**src/rtl/ps2_host_tx.sv**
```systemverilog
// PS/2 host-to-device command transmitter: inhibits the clock, requests to send,
// then shifts start/data/parity/stop on device clock falling edges and reads the ACK.
module ps2_host_tx #(
  parameter int INHIBIT_CYCLES = 2500,
  parameter int TIMEOUT_CYCLES = 50000
) (
  input  logic       clk,
  input  logic       reset,
  input  logic       iStart,
  input  logic [7:0] iData,
  input  logic       iPS2_CLK,
  input  logic       iPS2_DAT,
  output logic       oPS2_CLK_OE,
  output logic       oPS2_DAT_OE,
  output logic       oBusy,
  output logic       oDone,
  output logic       oErr
);

  localparam int MAX_CYCLES = (INHIBIT_CYCLES > TIMEOUT_CYCLES) ? INHIBIT_CYCLES : TIMEOUT_CYCLES;
  localparam int CW = $clog2(MAX_CYCLES + 1);
  localparam logic [CW-1:0] INH_LAST = CW'(INHIBIT_CYCLES - 1);
  localparam logic [CW-1:0] TMO_LAST = CW'(TIMEOUT_CYCLES - 1);

  typedef enum logic [2:0] {IDLE, INHIBIT, REQ, SEND, ACK, FINISH} state_t;

  state_t          state_reg, state_next;
  logic [CW-1:0]   cnt_reg, cnt_next;
  logic [3:0]      n_reg, n_next;
  logic [7:0]      data_reg, data_next;
  logic            parity_reg, parity_next;
  logic            nack_reg, nack_next;
  logic [1:0]      clk_sync_reg;
  logic            clk_prev_reg;
  logic [1:0]      dat_sync_reg;
  logic            fall;
  logic            dat_sync;
  logic [15:0]     frame_bits;

  // Synchronizers preset to the idle (released) level so reset never fakes an edge.
  always_ff @(posedge clk) begin
    if (reset) begin
      clk_sync_reg <= 2'b11;
      clk_prev_reg <= 1'b1;
      dat_sync_reg <= 2'b11;
    end else begin
      clk_sync_reg <= {clk_sync_reg[0], iPS2_CLK};
      clk_prev_reg <= clk_sync_reg[1];
      dat_sync_reg <= {dat_sync_reg[0], iPS2_DAT};
    end
  end

  assign fall     = clk_prev_reg & ~clk_sync_reg[1];
  assign dat_sync = dat_sync_reg[1];

  // Bit driven after n falling edges: start, 8 data LSB first, parity; upper slots released.
  assign frame_bits = {6'b111111, parity_reg, data_reg, 1'b0};

  always_ff @(posedge clk) begin
    if (reset) begin
      state_reg  <= IDLE;
      cnt_reg    <= '0;
      n_reg      <= '0;
      data_reg   <= '0;
      parity_reg <= 1'b0;
      nack_reg   <= 1'b0;
    end else begin
      state_reg  <= state_next;
      cnt_reg    <= cnt_next;
      n_reg      <= n_next;
      data_reg   <= data_next;
      parity_reg <= parity_next;
      nack_reg   <= nack_next;
    end
  end

  always_comb begin
    state_next  = state_reg;
    cnt_next    = cnt_reg;
    n_next      = n_reg;
    data_next   = data_reg;
    parity_next = parity_reg;
    nack_next   = nack_reg;
    oPS2_CLK_OE = 1'b0;
    oPS2_DAT_OE = 1'b0;
    oBusy       = 1'b1;
    oDone       = 1'b0;
    oErr        = 1'b0;

    case (state_reg)
      IDLE: begin
        oBusy = 1'b0;
        if (iStart) begin
          data_next   = iData;
          parity_next = ~^iData;
          cnt_next    = '0;
          n_next      = '0;
          nack_next   = 1'b0;
          state_next  = INHIBIT;
        end
      end
      INHIBIT: begin
        oPS2_CLK_OE = 1'b1;
        if (cnt_reg == INH_LAST) begin
          cnt_next   = '0;
          state_next = REQ;
        end else begin
          cnt_next = cnt_reg + 1'b1;
        end
      end
      REQ: begin
        oPS2_CLK_OE = 1'b1;
        oPS2_DAT_OE = 1'b1;
        cnt_next    = '0;
        n_next      = '0;
        state_next  = SEND;
      end
      SEND: begin
        oPS2_DAT_OE = ~frame_bits[n_reg];
        if (fall) begin
          cnt_next = '0;
          n_next   = n_reg + 4'd1;
          if (n_reg == 4'd9) state_next = ACK;
        end else if (cnt_reg == TMO_LAST) begin
          nack_next  = 1'b1;
          state_next = FINISH;
        end else begin
          cnt_next = cnt_reg + 1'b1;
        end
      end
      ACK: begin
        if (fall) begin
          cnt_next   = '0;
          n_next     = n_reg + 4'd1;
          nack_next  = dat_sync;
          state_next = FINISH;
        end else if (cnt_reg == TMO_LAST) begin
          nack_next  = 1'b1;
          state_next = FINISH;
        end else begin
          cnt_next = cnt_reg + 1'b1;
        end
      end
      FINISH: begin
        // Timeout also lands here with nack set, so both lines are already released.
        oBusy      = 1'b0;
        oDone      = ~nack_reg;
        oErr       = nack_reg;
        state_next = IDLE;
      end
      default: state_next = IDLE;
    endcase
  end

endmodule

```
**config.mk**
```make
export PLATFORM = sky130hd
export DESIGN_NAME = ps2_host_tx
export DESIGN_NICKNAME = d
export VERILOG_FILES = /design/src/rtl/ps2_host_tx.sv
export SDC_FILE = /design/constraint.sdc
export NUM_CORES = 1
export LEC_CHECK = 0
export BUFFER_PORTS_ARGS = -buffer_cell sky130_fd_sc_hd__buf_2
export CORE_UTILIZATION = 55
export DETAILED_ROUTE_END_ITERATION = 6
export PLACE_DENSITY = 0.79
export SYNTH_ARGS = -nofsm -noshare
export SYNTH_HDL_FRONTEND = slang
export SYNTH_SLANG_ARGS = --single-unit
export TNS_END_PERCENT = 30
```
**constraint.sdc**
```tcl
create_clock -name clk -period 3.9 [get_ports clk]
set_input_delay 0.78 -clock clk [delete_from_list [all_inputs] [get_ports clk]]
set_output_delay 0.78 -clock clk [all_outputs]
set_load 0.01 [all_outputs]
```
==> impl_metrics.ini, run 1 <==
[run_status]
status = complete, no violations

[floorplanning]
io_pins = 18
die_height_um = 64.1
die_area_mm2 = 0.00411
die_w_um = 64.1
coreArea_mm2 = 0.00369
initial_core_util_pct = 57.5
rows = 22

[power]
power_frac_comb_pct = 10.7
internal_power_w = 0.000575
power.net_switching_w = 0.000192
irDropWorstVdd_v = 0.000238
p_seq_share_pct = 53.1
clkPwrFrac_pct = 36.2
power_density_mw_per_mm2 = 335
leakagePower_nw = 0.807
swShare_pct = 25.0

[grt]
grt_antenna_before_repair = 0
grt_pass1_wl_um = 7580
overflow = 0
use_met2_pct = 36.2
grt_max_degree = 37
grt_pass1_vias = 1686
use_met1_pct = 31.5
grt.met3_usage_pct = 7.68
grt_use_total_pct = 23.6
grt.busiest_layer = met2

[final_layout]
final_cell_count_no_fill = 322
area_growth_pct = 7.91
fin_nets = 289
n_fill_cell = 327
drive_above_1_share_pct = 13.9
ff_latch_area_um2 = 761
largest_reg_flops = 16
antenna_cells = 0
final_area_mm2 = 0.00229
multiInputGateArea_mm2 = 0.00127

[sta]
period_minus_slack_ns = 2.81
setup_viol = 0
fin_setup_tns_ns = 0
period_share_pct = 72.2
final.setup.worst_slack_ns = 1.09
hold_ws_ns = 0.415
clock_skew_ns = 0.00933
hold_violations = 0
slew-limit-headroom_pct = 45.8
final_max_slew_viol_count = 0
max_clock_freq_mhz = 355
rsz0062_at_grt = no
worst_pin_slew_ns = 0.808

[routing]
routed_via_density = 5.80
firstDrtPassIters = 4
ant_nets = 0
drt_iter0_markers = 128
wl_um = 4380
vias = 1868
drc = 0
wl_per_cell_um = 13.6

[clock_network]
clock_path_buffers = 2
clk_pin_slew_ns = 0.08
cts_sinks = 38
cts_root_buf = clkbuf_8
post_cts_buffers = 0
cts_inserted_buffers = 5
htreeDepth = 2
cts_resized = 0
clk_latency_ns = 0.29
hold_buffers = 0
tritoncts = yes

[setup_path]
crit_required_ns = 3.12
crit_path_max_incr_delay_ns = 0.54
arrival_ns = 2.03
startpoint = n_reg[2]
start_kind = flop
cp-end-kind = primary output
cp_cell_sequence = mux4_2 > a211o_1 > a311oi_1 > buf_2
crit_fanout = 7
r2r_start = state_reg[2]
slowest_stage = mux4_2
worstSetupPathType = reg2out

[yosys]
syn-instance-count = 262
synthArstFlopShare_pct = 0
ys_seq_area_share_pct = 35.9
synth.cell_area_mm2 = 0.00212
ys_seq_elements = 38
synth_edf_count = 0
yosys_warnings = 0
synth_top_area_share_pct = 35.9
yosys-top-cells-area = dfxtp_1 36%, nand2_1 7.4%, a21oi_1 5.0%
syn-num-nets = 278
syn_avg_cell_area_um2 = 8.09
yosys_most_used_dff = dfxtp_1
synth_cell_types = 54
synth_top_area_cell = dfxtp_1

[placement]
dpl.cell_count = 314
dpl_worst_slack_ns = 1.36
place_area_mm2 = 0.00220
numPortBuffers = 17
gp_congestion = 0.808
dpl.hpwl_um = 2990

[hold_path]
min_from = clk_sync_reg[0]
hold_path_class = reg2reg

[flow_run]
cap_viol_max_count = 0
cell type report:
type | instances | area share [%]
Inverter | 5 | 0.820
Tap cell | 48 | 2.62
Timing Repair Buffer | 17 | 3.72
Clock inverter | 1 | 0.219
Multi-Input combinational cell | 206 | 55.6
Sequential cell | 38 | 33.2
Clock buffer | 7 | 3.77
per-stage QoR:
stage	util, %	power, W
after floorplan	-	0.000478
after global placement	59.6	0.000497
after detailed placement	59.6	0.000498
after CTS	62.0	0.000774
after global routing	62.0	0.000808
final	62.0	0.000767
critical path: cells and delay by family, from the launching register on:
| kind | cells | cell delay (ns) |
|---|---|---|
| AO/OA/AOI/OAI | 2 | 0.56 |
| buffers and inverters | 1 | 0.17 |
| flip-flops | 1 | 0.46 |
| multiplexers | 1 | 0.54 |
cell families (layout without fill, tap and decap cells):
family	Yosys count	count (layout)	synth area share, %
AO/OA/AOI/OAI	58	58	17.6
buffers and inverters	18	30	4.13
AND/OR/NAND/NOR	130	130	33.5
multiplexers	4	4	2.60
adder cells (fa/ha/maj)	3	3	1.77
flip-flops	38	38	35.9
XOR/XNOR	11	11	4.54
synth_stat cells (2+ instances only):
| cell type | number |
|---|---|
| nand2_1 | 42 |
| dfxtp_1 | 38 |
| a21oi_1 | 21 |
| nand3_1 | 15 |
| nor2_1 | 12 |
| or3_1 | 11 |
| xnor2_1 | 9 |
| clkbuf_1 | 7 |
| a31oi_1 | 6 |
| nor3_1 | 6 |
| and3_1 | 5 |
| inv_1 | 5 |
| nand3b_1 | 5 |
| o21ai_0 | 5 |
| o21ai_1 | 5 |
| or2_2 | 5 |
| buf_2 | 4 |
| nor2b_1 | 4 |
| nor3b_1 | 4 |
| a32o_1 | 3 |
| ha_1 | 3 |
| nor4b_1 | 3 |
| o21bai_1 | 3 |
| a21o_1 | 2 |
| and4_1 | 2 |
| buf_6 | 2 |
| mux2_2 | 2 |
| nand4_1 | 2 |
| nor3b_2 | 2 |
| nor4_1 | 2 |
| o21a_1 | 2 |
| o2bb2ai_1 | 2 |
| xor2_1 | 2 |
cells in the final DEF (no fill, tap or decap), types with 3 or more instances in the layout:
master,Yosys,layout
nor3b_1,4,4
xnor2_1,9,9
o21bai_1,3,3
buf_2,4,17
nor2_1,12,12
nor3_1,6,6
and3_1,5,5
a21oi_1,21,21
a32o_1,3,3
or3_1,11,11
nand2_1,42,42
clkbuf_8,0,6
nand3b_1,5,5
o21ai_0,5,5
dfxtp_1,38,38
nor2b_1,4,4
a31oi_1,6,6
nand3_1,15,15
inv_1,5,5
or2_2,5,5
ha_1,3,3
o21ai_1,5,5
nor4b_1,3,3
final timing paths:
kind                     end  slack (ns)  cells after the start
max              oPS2_DAT_OE        1.09                      4
min          clk_sync_reg[1]        0.42                      1
max reg2reg      cnt_reg[12]        1.70                      5
min reg2reg  clk_sync_reg[1]        0.42                      1
routing by layer:
layer  share of wire (%)  vias to the layer above  wire length [um]
met3                 5.3                        4               234
li1                    -                      973                 -
met2                  45                       43              1960
met4                0.96                        0                42
met1                  49                      848              2140
met5                   0                        -                 0
power groups by stage:
stage / clock network [W] / registers, W / logic, W
after floorplan: 0 / 0.000412 / 0.0000662
after global placement: 0 / 0.000416 / 0.0000810
after detailed placement: 0 / 0.000416 / 0.0000824
after CTS: 0.000284 / 0.000407 / 0.0000827
after global routing: 0.000308 / 0.000408 / 0.0000914
final: 0.000278 / 0.000407 / 0.0000823
(Power assumes the default switching activity.)
==> run 2, diff against run 1 <==
--- a/config.mk
+++ b/config.mk
@@ -6,9 +6,9 @@
 export NUM_CORES = 1
 export LEC_CHECK = 0
 export BUFFER_PORTS_ARGS = -buffer_cell sky130_fd_sc_hd__buf_2
-export CORE_UTILIZATION = 55
+export CORE_UTILIZATION = 53
 export DETAILED_ROUTE_END_ITERATION = 6
-export PLACE_DENSITY = 0.79
+export PLACE_DENSITY = 0.8
 export SYNTH_ARGS = -nofsm -noshare
 export SYNTH_HDL_FRONTEND = slang
 export SYNTH_SLANG_ARGS = --single-unit
==> constraint.sdc (replaced) <==
create_clock -name clk -period 2.3 [get_ports clk]
set_input_delay 0.46 -clock clk [delete_from_list [all_inputs] [get_ports clk]]
set_output_delay 0.46 -clock clk [all_outputs]
set_load 0.01 [all_outputs]
==> run 2 against run 1 <==
Compared with the run above: sequential power rose by 69%; clock skew down 0.0060 ns; cell count up 1.9%; worst setup slack worse by 1.1 ns.
==> impl_metrics.ini, run 2 (synthesis gave the netlist of run 1 again) <==
[run_status]
status = complete, no violations

[sta]
clock_skew_ns = 0.00331
rsz0062_at_grt = yes
period_minus_slack_ns = 2.27
max_clock_freq_mhz = 440
hold_violations = 0
fin_setup_tns_ns = 0
worst_pin_slew_ns = 0.776
setup_viol = 0
hold_ws_ns = 0.349
slew-limit-headroom_pct = 47.9
final_max_slew_viol_count = 0
period_share_pct = 98.8

[clock_network]
htreeDepth = 2
tritoncts = yes
clk_pin_slew_ns = 0.07
cts_root_buf = clkbuf_8
clk_latency_ns = 0.29
cts_sinks = 38
cts_inserted_buffers = 5
clock_path_buffers = 2

[power]
leakagePower_nw = 0.841
irDropWorstVdd_v = 0.000362
power_density_mw_per_mm2 = 540
clkPwrFrac_pct = 33.6
p_seq_share_pct = 54.6
internal_power_w = 0.000941
power.net_switching_w = 0.000318
fin_total_pwr_w = 0.00126
swShare_pct = 25.3
power_frac_comb_pct = 11.9

[routing]
wl_um = 4440
wl_per_cell_um = 13.5
ant_nets = 0
vias = 1945
firstDrtPassIters = 5
drc = 0
drt_iter0_markers = 146
routed_via_density = 5.93

[final_layout]
area_growth_pct = 10.0
n_fill_cell = 346
fin_nets = 296
antenna_cells = 0
final_area_mm2 = 0.00233
final_cell_mix = 42 x nand2_1, 36 x dfxtp_1, 21 x a21oi_1
final_common_cell = nand2_1
drive_above_1_share_pct = 16.8
fin_util_pct = 62.3
largest_reg_flops = 16

[grt]
grt_pass1_vias = 1703
grt_max_degree = 22
grt_antenna_before_repair = 0
grt_use_total_pct = 22.9
overflow = 0
grt_pass1_wl_um = 7620

[setup_path]
regToRegSetupSlack_ns = 0.26
cp-end-kind = primary output
crit_required_ns = 1.84
crit_fanout = 3
start_kind = flop
arrival_ns = 1.81
worstSetupPathType = reg2out
startpoint = n_reg[2]
r2r_start = cnt_reg[0]
reg2reg_depth = 6
r2r-end = cnt_reg[4]
crit_end = oPS2_DAT_OE

[floorplanning]
initial_core_util_pct = 56.7
die_area_mm2 = 0.00426
rows = 22
coreArea_mm2 = 0.00374
die_w_um = 65.3
die_height_um = 65.3
io_pins = 18

[placement]
numPortBuffers = 17
dpl.hpwl_um = 3160
place_area_mm2 = 0.00224
gp_congestion = 0.806

[hold_path]
min_from = iPS2_DAT
hold_path_class = in2reg
holdPathStages = 2

[flow_run]
cap_viol_max_count = 0
run 2: changes by cell type in the layout (fill, tap and decap cells not counted), sizes merged:
cell,change
clkbuf,-2
buf,+7
clkinv,+1
run 2: area by class of cell:
| class | instances | area (um2) | area share, % |
|---|---|---|---|
| Timing Repair Buffer | 24 | 138 | 5.90 |
| Clock inverter | 2 | 10.0 | 0.429 |
| Clock buffer | 5 | 68.8 | 2.95 |
| Inverter | 5 | 18.8 | 0.804 |
| Sequential cell | 38 | 766 | 32.8 |
| Multi-Input combinational cell | 206 | 1270 | 54.5 |
| Tap cell | 48 | 60.1 | 2.57 |
run 2: worst min-delay path by stage:
stage / end
2_1_floorplan: clk_sync_reg[1]
3_3_place_gp: dat_sync_reg[1]
3_5_place_dp: clk_sync_reg[1]
4_1_cts: dat_sync_reg[0]
5_1_grt: dat_sync_reg[0]
6_report: dat_sync_reg[0]
run 2: power groups by stage:
| stage | Sequential, W | Combinational (W) | Clock [W] |
|---|---|---|---|
| after floorplan | 0.000699 | 0.000112 | 0 |
| after global placement | 0.000703 | 0.000147 | 0 |
| after detailed placement | 0.000703 | 0.000148 | 0 |
| after CTS | 0.000687 | 0.000149 | 0.000439 |
| after global routing | 0.000689 | 0.000166 | 0.000467 |
| final | 0.000687 | 0.000149 | 0.000423 |
run 2: stage by stage:
| step | setup WS [ns] | instances |
|---|---|---|
| floorplan | 0.108 | 262 |
| global placement | 0.188 | 320 |
| detailed placement | 0.138 | 320 |
| CTS | 0.0262 | 328 |
| global route | -0.0244 | 328 |
| finish | 0.0271 | 328 |
run 2: per-layer routing:
metal	share of wire [%]	global-route usage (%)	vias up
met1	49	30.7	909
li1	-	-	977
met2	44	36.9	54
met3	5.3	4.34	5
met4	0.99	7.34	0
met5	0	0	-
run 2: worst max-delay path: stages (launching register included):
cell      delay (ns)
dfxtp_4         0.36
mux4_2          0.49
a211o_1         0.28
a311oi_1        0.23
buf_2           0.17
run 2: repair_timing:
item                       CTS  global route
pin swaps                    2             0
resized for setup            3             0
setup buffers                1             0
hold buffers                 0             0
setup endpoints to repair    1             1
